$ cat config.mk
export PLATFORM = sky130hd
export DESIGN_NAME = load_extend
export DESIGN_NICKNAME = d
export VERILOG_FILES = /design/src/rtl/wb_pkg.sv /design/src/rtl/writeback_ctrl_load_extend.sv
export SDC_FILE = /design/constraint.sdc
export NUM_CORES = 1
export LEC_CHECK = 0
export BUFFER_PORTS_ARGS = -buffer_cell sky130_fd_sc_hd__buf_4
export CAP_MARGIN = 20
export CORE_ASPECT_RATIO = 0.9
export CORE_MARGIN = 1
export CORE_UTILIZATION = 25
export DETAILED_ROUTE_END_ITERATION = 8
export PLACE_DENSITY_LB_ADDON = 0.1
export SLEW_MARGIN = 15
export SYNTH_ARGS = -nofsm -noshare
export SYNTH_HDL_FRONTEND = slang
export SYNTH_SLANG_ARGS = --single-unit
$ cat constraint.sdc
create_clock -name vclk -period 2.52
set_input_delay 0.252 -clock vclk [all_inputs]
set_output_delay 0.252 -clock vclk [all_outputs]
set_load 0.01 [all_outputs]
$ cat src/rtl/wb_pkg.sv
// Shared write-back definitions: FSM state encoding, load funct3 codes and the
// opcode constants the decoder uses to raise mem2reg / load_pc.
package wb_pkg;

    typedef enum logic [1:0] {
        IDLE     = 2'd0,
        WAIT_MEM = 2'd1,
        COMMIT   = 2'd2
    } wb_state_t;

    localparam logic [2:0] F3_LB  = 3'b000;
    localparam logic [2:0] F3_LH  = 3'b001;
    localparam logic [2:0] F3_LW  = 3'b010;
    localparam logic [2:0] F3_LBU = 3'b100;
    localparam logic [2:0] F3_LHU = 3'b101;

    localparam logic [6:0] OP_LOAD = 7'b0000011;
    localparam logic [6:0] OP_JAL  = 7'b1101111;
    localparam logic [6:0] OP_JALR = 7'b1100111;

endpackage

$ cat src/rtl/writeback_ctrl_load_extend.sv
// Combinational sub-word load alignment: selects the addressed byte/half of an
// aligned memory word and sign- or zero-extends it according to funct3.
module load_extend (
    input  logic [2:0]  i_funct3,
    input  logic [1:0]  i_off,
    input  logic [31:0] i_word,
    output logic [31:0] o_data
);
    import wb_pkg::*;

    logic [7:0]  w_byte;
    logic [15:0] w_half;

    always_comb begin
        w_byte = '0;
        case (i_off)
            2'd0:    w_byte = i_word[7:0];
            2'd1:    w_byte = i_word[15:8];
            2'd2:    w_byte = i_word[23:16];
            default: w_byte = i_word[31:24];
        endcase
        w_half = i_off[1] ? i_word[31:16] : i_word[15:0];
    end

    always_comb begin
        o_data = i_word;
        case (i_funct3)
            F3_LB:   o_data = {{24{w_byte[7]}}, w_byte};
            F3_LH:   o_data = {{16{w_half[15]}}, w_half};
            F3_LW:   o_data = i_word;
            F3_LBU:  o_data = {24'h0, w_byte};
            F3_LHU:  o_data = {16'h0, w_half};
            default: o_data = i_word;
        endcase
    end

endmodule

==> results.sh <==
export IMPL_status="finished clean"
export IMPL_cp_start_kind="input port"
export IMPL_cp_slowest_stage_delay_ps=530
export IMPL_post_cts_resized=0
export IMPL_routedWlPerCell_um=12.5
export IMPL_min_from="i_word[4]"
export IMPL_placed_cell_area_um2=1260
export IMPL_power_switching_mw=0.125
export IMPL_fin_util=0.457
export IMPL_synth_lib_cells_used_distinct=22
export IMPL_syn_cell_area_um2=723
export IMPL_dp_cells=231
export IMPL_nClkBuffers=0
export IMPL_synth_xor_area_share=0
export IMPL_num_rows=18
export IMPL_initialDrtViolationCount=23
export IMPL_first_pass_iters=4
export IMPL_antenna_left=0
export IMPL_die_y_um=53.0
export IMPL_critPathKind="in -> out"
export IMPL_rsz0062_at_grt="false"
export IMPL_final_area_um2=1260
export IMPL_cp_end_kind="output port"
export IMPL_hold_buffers=0
export IMPL_finalHoldViolCount=0
export IMPL_timing_hold_ws_ps=794
export IMPL_yosysWarnings=0
export IMPL_synth_adder_area_share=0
export IMPL_multi_input_area_um2=647
export IMPL_drc_errors=0
export IMPL_synth_compound_area_frac=0.410
export IMPL_place_port_buffers=69
export IMPL_ios=69
export IMPL_crit_required_ps=2270
export IMPL_grt_pass1_wl_mm=4.72
export IMPL_dp_hpwl_mm=2.29
export IMPL_clkPwrFrac=0
export IMPL_grt_max_degree=37
export IMPL_ir_drop_v=0.0000888
export IMPL_nNetsFinal=230
export IMPL_fp_dieW_um=58.7
export IMPL_switching_share=0.467
export IMPL_synth_area_leaders="nand2_1 18%, nor2b_1 17%, o21ai_0 16%"
export IMPL_layout_area_seq_um2=0
export IMPL_antenna_cells=0
export IMPL_cp_arrival_ps=1790
export IMPL_grt_total_usage=0.190
export IMPL_via_count=1121
export IMPL_worst_pin_slew_ps=717
export IMPL_n_fill_cell=310
export IMPL_area_delta_synth_final_pct=73.7
export IMPL_critPathSlowestCell="or3_1"
export IMPL_finalWirelength_mm=2.88
export IMPL_drive_gt1_frac=0.387
export IMPL_maxSlewViolCount=0
export IMPL_syn_nets=168
export IMPL_grt_antenna_before_repair=0
export IMPL_powerDensity_nw_per_um2=214
export IMPL_pre_cts_slack_ps=480
export IMPL_min_to="o_data[4]"
export IMPL_yosys_area_share_simple=0.455
export IMPL_max_slew_margin=0.521
export IMPL_pwr_share_seq=0
export IMPL_fin_setup_tns_ps=0
export IMPL_yosysTopAreaCellShare=0.176
export IMPL_gp_congestion=0.765
export IMPL_seq_cells=0
export IMPL_min_path_cells=4
export IMPL_vias_per_cell=4.85
export IMPL_synth_top_area_cell="nand2_1"
export IMPL_power_mw=0.268
export IMPL_fin_ws_ps=474
export IMPL_power_frac_comb=1.000
export IMPL_postCtsSetupRepairBufs=0
export IMPL_core_um2=2750
export IMPL_avgSynthCellArea_um2=5.52
export IMPL_start_util=0.263
export IMPL_ys_seq_area_frac=0
export IMPL_final_cell_mix="73 x buf_4, 34 x nand2_1, 23 x o21ai_0"
export IMPL_hold_path_class="in -> out"
export IMPL_grt_pass1_vias=1054
export IMPL_internal_power_mw=0.143
export IMPL_synth_area_mux_share=0.0294
export IMPL_period_needed_ps=2050
export IMPL_cp_cell_sequence="buf_4 > or3_1 > or3_1 > o21ai_0 > buf_4"
export IMPL_max_freq_ghz=0.489
export IMPL_layout_commonest_cell="buf_4"
export IMPL_final_instance_count_excl_fill=231
export IMPL_p_leak_nw=0.645
export IMPL_synth_top_family_by_area="simple AND/OR/NAND/NOR gates"
export IMPL_syn_inst=131
export IMPL_grt_ovfl_total=0
export IMPL_finalSetupViolCount=0
export IMPL_crit_path_max_fanout=36
export IMPL_finalCritPeriodShare=0.812
export IMPL_drv_cap=0
export IMPL_fp_dieArea_um2=3110
routing by layer:
metal,part of all wire,GRT usage
met1,0.46,0.257
met2,0.50,0.356
met3,0.046,0.00244
met4,0,0
met5,0,0
Yosys cell counts:
library cell	instances
a211oi_1	1
a21o_1	1
a221o_1	8
a22oi_1	7
a31oi_1	1
buf_2	1
buf_6	2
clkbuf_1	10
inv_1	3
mux2_2	1
mux2i_1	1
nand2_1	34
nand2b_1	6
nand3_1	2
nor2_1	1
nor2b_1	20
nor3_1	1
nor3b_1	1
o21ai_0	23
o21ai_1	4
o21bai_1	1
or3_1	2
final cells by class:
class / instances / share of cell area
Timing Repair Buffer: 73 / 0.436
Tap cell: 40 / 0.0398
Multi-Input combinational cell: 115 / 0.515
Inverter: 3 / 0.00896
worst max-delay path by stage:
stage / from / to / slack [ps] / cells after the start
after CTS: i_off[1] / o_data[24] / 470 / 6
after global routing: i_off[1] / o_data[24] / 370 / 6
final: i_funct3[1] / o_data[24] / 470 / 5
after floorplan: i_funct3[1] / o_data[23] / 820 / 6
after detailed placement: i_funct3[1] / o_data[24] / 480 / 5
after global placement: i_funct3[1] / o_data[22] / 510 / 5
worst max-delay path, delay by kind of cell:
kind                   cells  cell delay (ps)
buffers and inverters      2              380
AOI/OAI and AO/OA          1              200
and+or+nand+nor            2              950
logic make-up after synthesis:
group | after synthesis
AND/OR/NAND/NOR | 67
multiplexers | 2
AO/OA/AOI/OAI | 46
buffers and inverters | 16
power groups by stage:
stage                     clock network (mW)  logic, mW  registers [mW]
after CTS                                  0      0.271               0
final                                      0      0.268               0
after global routing                       0      0.297               0
after detailed placement                   0      0.270               0
after floorplan                            0      0.126               0
after global placement                     0      0.267               0
Note: power is estimated with default switching activity, not from simulation.
